==> src/rtl/palette_loader.sv <==
// Palette download feeder: assembles R,G,B bytes from the host download stream
// into 24-bit entries, buffers them and writes them to the palette RAM only during blanking.
module palette_loader #(
  parameter int NUM_ENTRIES = 64,
  parameter int FIFO_DEPTH  = 4
) (
  input  logic        clk,
  input  logic        reset_n,
  input  logic        ioctl_download,
  input  logic        ioctl_wr,
  input  logic [7:0]  ioctl_dout,
  output logic        ioctl_wait,
  input  logic        hblank,
  input  logic        vblank,
  output logic        load_color,
  output logic [5:0]  load_color_index,
  output logic [23:0] load_color_data,
  output logic        busy,
  output logic        done,
  output logic        error
);

  localparam int TOTAL_BYTES = 3 * NUM_ENTRIES;
  localparam int AW          = $clog2(FIFO_DEPTH);

  typedef enum logic [1:0] {IDLE, LOAD, DRAIN, FINISH} state_t;

  state_t       state_reg, state_next;
  logic         download_prev;
  logic         download_rise, download_fall;
  logic [1:0]   lane_reg;
  logic [5:0]   entry_reg;
  logic [10:0]  byte_cnt_reg;
  logic [7:0]   red_reg, green_reg;

  logic [29:0]  fifo_mem [FIFO_DEPTH];
  logic [AW:0]  wr_ptr_reg, rd_ptr_reg;
  logic [AW:0]  fifo_count;
  logic         fifo_empty, fifo_full;

  logic         start, accept, push, pop, drain_active;

  assign download_rise = ioctl_download & ~download_prev;
  assign download_fall = ~ioctl_download & download_prev;

  assign fifo_count = wr_ptr_reg - rd_ptr_reg;
  assign fifo_empty = (fifo_count == '0);
  assign fifo_full  = (fifo_count == (AW+1)'(FIFO_DEPTH));

  // State register
  always_ff @(posedge clk or negedge reset_n) begin
    if (!reset_n) state_reg <= IDLE;
    else          state_reg <= state_next;
  end

  // Next-state logic
  always_comb begin
    state_next = state_reg;
    case (state_reg)
      IDLE:    if (download_rise) state_next = LOAD;
      LOAD:    if (download_fall) state_next = DRAIN;
      DRAIN:   if (fifo_empty && !load_color) state_next = FINISH;
      FINISH:  state_next = IDLE;
      default: state_next = IDLE;
    endcase
  end

  // Output / control decode
  always_comb begin
    busy         = (state_reg != IDLE);
    done         = (state_reg == FINISH);
    start        = (state_reg == IDLE) && download_rise;
    drain_active = (state_reg == LOAD) || (state_reg == DRAIN);
    accept       = (state_reg == LOAD) && ioctl_wr && (byte_cnt_reg < 11'(TOTAL_BYTES));
    push         = accept && (lane_reg == 2'd2) && !fifo_full;
    pop          = drain_active && (hblank || vblank) && !fifo_empty;
  end

  // Byte assembly and download bookkeeping
  always_ff @(posedge clk or negedge reset_n) begin
    if (!reset_n) begin
      download_prev <= 1'b0;
      lane_reg      <= '0;
      entry_reg     <= '0;
      byte_cnt_reg  <= '0;
      red_reg       <= '0;
      green_reg     <= '0;
      error         <= 1'b0;
    end else begin
      download_prev <= ioctl_download;
      if (start) begin
        lane_reg     <= '0;
        entry_reg    <= '0;
        byte_cnt_reg <= '0;
        error        <= 1'b0;
      end else if (state_reg == LOAD) begin
        if (ioctl_wr && byte_cnt_reg != 11'h7FF)
          byte_cnt_reg <= byte_cnt_reg + 11'd1;
        if (accept) begin
          case (lane_reg)
            2'd0:    begin red_reg   <= ioctl_dout; lane_reg <= 2'd1; end
            2'd1:    begin green_reg <= ioctl_dout; lane_reg <= 2'd2; end
            default: begin entry_reg <= entry_reg + 6'd1; lane_reg <= 2'd0; end
          endcase
        end
        if (download_fall)
          error <= (byte_cnt_reg != 11'(TOTAL_BYTES));
      end
    end
  end

  // Entry storage (no reset so it maps to RAM)
  always_ff @(posedge clk) begin
    if (push)
      fifo_mem[wr_ptr_reg[AW-1:0]] <= {entry_reg, red_reg, green_reg, ioctl_dout};
  end

  // FIFO pointers, back-pressure and palette write port
  always_ff @(posedge clk or negedge reset_n) begin
    if (!reset_n) begin
      wr_ptr_reg       <= '0;
      rd_ptr_reg       <= '0;
      ioctl_wait       <= 1'b0;
      load_color       <= 1'b0;
      load_color_index <= '0;
      load_color_data  <= '0;
    end else begin
      if (push) wr_ptr_reg <= wr_ptr_reg + 1'b1;
      if (pop)  rd_ptr_reg <= rd_ptr_reg + 1'b1;
      // One cycle behind occupancy; the threshold leaves room for the in-flight entry.
      ioctl_wait <= (fifo_count >= (AW+1)'(FIFO_DEPTH - 1));
      load_color <= pop;
      if (pop) begin
        load_color_index <= fifo_mem[rd_ptr_reg[AW-1:0]][29:24];
        load_color_data  <= fifo_mem[rd_ptr_reg[AW-1:0]][23:0];
      end
    end
  end

endmodule

==> config.mk <==
export PLATFORM = sky130hd
export DESIGN_NAME = palette_loader
export DESIGN_NICKNAME = d
export VERILOG_FILES = /design/src/rtl/palette_loader.sv
export SDC_FILE = /design/constraint.sdc
export NUM_CORES = 1
export LEC_CHECK = 0
export ABC_AREA = 1
export CAP_MARGIN = 20
export CELL_PAD_IN_SITES_DETAIL_PLACEMENT = 1
export CELL_PAD_IN_SITES_GLOBAL_PLACEMENT = 2
export CORE_UTILIZATION = 40
export DETAILED_ROUTE_END_ITERATION = 6
export HOLD_SLACK_MARGIN = 0.06
export PLACE_DENSITY_LB_ADDON = 0.15
export SETUP_SLACK_MARGIN = 0.02
export SYNTH_ARGS = -nofsm -noshare
export SYNTH_HDL_FRONTEND = slang
export SYNTH_SLANG_ARGS = --single-unit
==> constraint.sdc <==
create_clock -name clk -period 4 [get_ports clk]
set_input_delay 1.2 -clock clk [delete_from_list [all_inputs] [get_ports clk]]
set_output_delay 1.2 -clock clk [all_outputs]
set_load 0.01 [all_outputs]
==> qor.yml <==
timing.setup.tns_ns: 0
slowest_library_cell_on_the_worst_path: "sky130_fd_sc_hd__clkdlybuf4s50_1"
clock_sinks: 197
max_cap_violations: 0
synth_warnings: 0
multi_input_area_um2: 2290
chipWidth_um: 145.8
final_cycle_share_pct: 75.48
detail_route.iter0.violations: 195
setup_viol: 0
kind_of_launch_point_of_the_worst_setup_path: "flip-flop"
drt_pass1_iterations: 5
synth_seq_area_share_pct: 66.89
final-max-slew-violation-count: 0
flop_to_flop_setup_slack_ns: 1.16
postSynthAreaPerCell_um2: 11.22
finClkSkew_ns: 0.009554
drt_wl_total_mm: 18.55
num_io_pins: 49
post_cts_hold_buffer_count: 0
finalNetCount: 812
r2r-start: "wr_ptr_reg[0]"
number_of_global_route_vias_before_repair: 5657
grt_usage_pct: 18.70
worstPathCellList: "inv_1 -> ha_1 -> inv_1 -> clkdlybuf4s50_1"
synth_enable_flop_cells: 120
n_fill_cell: 2159
timing.hold.worst_endpoint: "load_color_data[16]"
cp_max_fo: 4
dr_total_vias: 5310
synthCells: 737
grt_max_degree: 62
clock_tree.htree_level_count: 4
layout-drive-gt1-share_pct: 12.67
drc: 0
portBuffers: 48
clkSlewWorstSetupHoldPaths_ns: 0.07
detail_route.vias_per_cell: 4.977
layout.area.seq_um2: 5530
die_area_um2: 21250
synthesis.nets: 765
most_frequent_standard_cell_in_the_layout_excluding_fill_and_tap_cells: "sky130_fd_sc_hd__nand2_1"
area_delta_synth_final_pct: 15.22
worst_skew_pair.late_latency_ns: 0.43
worst_slack_ns: 0.9806
cts.repair_timing.setup_buffer_count: 0
cts_root_buffer: "sky130_fd_sc_hd__clkbuf_16"
effective_utilization_at_floorplan_pct: 40.86
layout.cells.most_common_list: "sky130_fd_sc_hd__nand2_1 (142), sky130_fd_sc_hd__edfxtp_1 (120), sky130_fd_sc_hd__dfrtp_1 (77)"
antenna_cells_inserted: 0
worst_vdd_ir_uv: 345.1
logic_depth_of_the_worst_register_to_register_path: 12
std_cell_rows: 52
synth-main-ff-cell: "sky130_fd_sc_hd__edfxtp_1"
grt_overflow_total: 0
cts_resized: 0
hold_path_class: "reg2reg"
fp.dieH_um: 145.8
critical_path.max_stage_delay_ns: 0.55
timing_worst_setup_path_type: "reg2out"
detailed_place.area_um2: 8971
post_drt_wl_per_cell_um: 17.39
yosys.area.top_type_share_pct: 43.58
crit-reg2reg-capture: "fifo_mem[0][17]"
synth.largest_area_cell: "sky130_fd_sc_hd__edfxtp_1"
cts_buffers: 17
timing.critical_path.arrival_ns: 1.82
synth_async_sr_flop_share_pct: 39.09
worst_ep_required_time_ns: 2.80
floorplan.core_area_um2: 20230
postRouteAntennaNets: 0
place_ws_ns: 0.5968
max_slew.worst_pin.slew_ns: 1.020
tritoncts_clock_tree: "yes"
run_status: "finished clean"
cpMostUsedCell: "sky130_fd_sc_hd__inv_1"
globalplace.congestion: 0.7620
largest_register_ff_count: 120
cp-end-kind: "output pin"
postLayoutCellArea_um2: 9527
rsz0062_at_grt: "false"
holdPathStages: 2
hold_violations: 0
grt_first_pass_wirelength_mm: 30.48
number_of_antenna_violations_at_the_first_check_in_global_routing: 0
dpl.hpwl_mm: 11.67
synth-seq-cells: 197
mappedNetlistArea_um2: 8268
hold_path_startpoint: "load_color_data[16]"
cell_variety_after_synth: 39
cts.path.max_buffers: 2
static-leakage-power_nw: 3.908
timing.max_slew.rel_slack_pct: 31.89
max_clock_freq_mhz: 331.2
power_per_cell_area_nw_per_um2: 748.8
min_period_ns: 3.019
leading_cell_types_by_total_area_after_synthesis: "sky130_fd_sc_hd__edfxtp_1 (44%), sky130_fd_sc_hd__dfrtp_1 (23%), sky130_fd_sc_hd__nand2_1 (6.4%), sky130_fd_sc_hd__o21ai_0 (3.9%), sky130_fd_sc_hd__nor2_1 (3.5%)"
worst max-delay path by stage:
| stage | from | end | slack [ns] | cells past startpoint |
|---|---|---|---|---|
| 2_1_floorplan | ioctl_wr | fifo_mem[0][0] | 0.48 | 6 |
| 3_3_place_gp | ioctl_wr | fifo_mem[2][4] | 0.63 | 8 |
| 3_5_place_dp | ioctl_wr | fifo_mem[0][5] | 0.60 | 8 |
| 4_1_cts | state_reg[0] | busy | 0.94 | 4 |
| 5_1_grt | ioctl_wr | fifo_mem[2][16] | 0.82 | 8 |
| 6_report | state_reg[0] | busy | 0.98 | 4 |
cells by family after synthesis:
family	count (synthesis)	synth area share, %
AO/OA/AOI/OAI	128	8.414
XOR/XNOR	9	0.9534
adder cells (fa/ha/maj)	14	2.210
buffers and inverters	97	5.539
flip-flops	197	66.89
AND/OR/NAND/NOR	292	16.00
power breakdown:
| group | switching (mW) | internal [mW] |
|---|---|---|
| Clock | 0.754 | 0.879 |
| Sequential | 0.290 | 2.61 |
| Combinational | 1.65 | 0.947 |
stage by stage:
stage                     util, %  power [mW]  instances  hold slack, ns
after CTS                   47.08       7.257       1067          0.4837
final                       47.08       7.134       1067          0.4764
after detailed placement    44.34       5.610       1035          0.4643
after floorplan                 -       4.767        737          0.4661
after global routing        47.08       7.669       1067          0.5167
after global placement      44.34       5.460       1035          0.4608
metal layers:
layer	global-route usage, %	part of all wire (%)	vias up
li1	-	-	2562
met1	24.37	46	2661
met2	31.87	50	71
met3	3.229	2.6	16
met4	5.737	1.3	0
met5	0	0	-
layout make-up:
cell class | count | area share, %
Clock inverter | 11 | 1.103
Clock buffer | 21 | 4.728
Multi-Input combinational cell | 443 | 24.03
Sequential cell | 197 | 58.05
Timing Repair Buffer | 57 | 5.726
Tap cell | 270 | 3.546
Inverter | 68 | 2.811
cell usage after synthesis (4+ instances only):
cell type,count
sky130_fd_sc_hd__nand4_1,4
sky130_fd_sc_hd__dfrtp_1,77
sky130_fd_sc_hd__nand2_2,32
sky130_fd_sc_hd__ha_1,13
sky130_fd_sc_hd__inv_1,58
sky130_fd_sc_hd__edfxtp_1,120
sky130_fd_sc_hd__nand2_1,142
sky130_fd_sc_hd__clkbuf_1,14
sky130_fd_sc_hd__o21ai_1,26
sky130_fd_sc_hd__buf_2,5
sky130_fd_sc_hd__nand3_1,21
sky130_fd_sc_hd__o21ai_0,65
sky130_fd_sc_hd__o22ai_1,30
sky130_fd_sc_hd__nor2_1,77
sky130_fd_sc_hd__inv_2,8
sky130_fd_sc_hd__xor2_1,8
worst max-delay path: cells and delay by family (launching register included):
family / cells / cell delay [ns]
adders and majority gates: 1 / 0.26
buffers and inverters: 3 / 0.73
DFF: 1 / 0.40
Note: power is estimated with default switching activity, not from simulation.
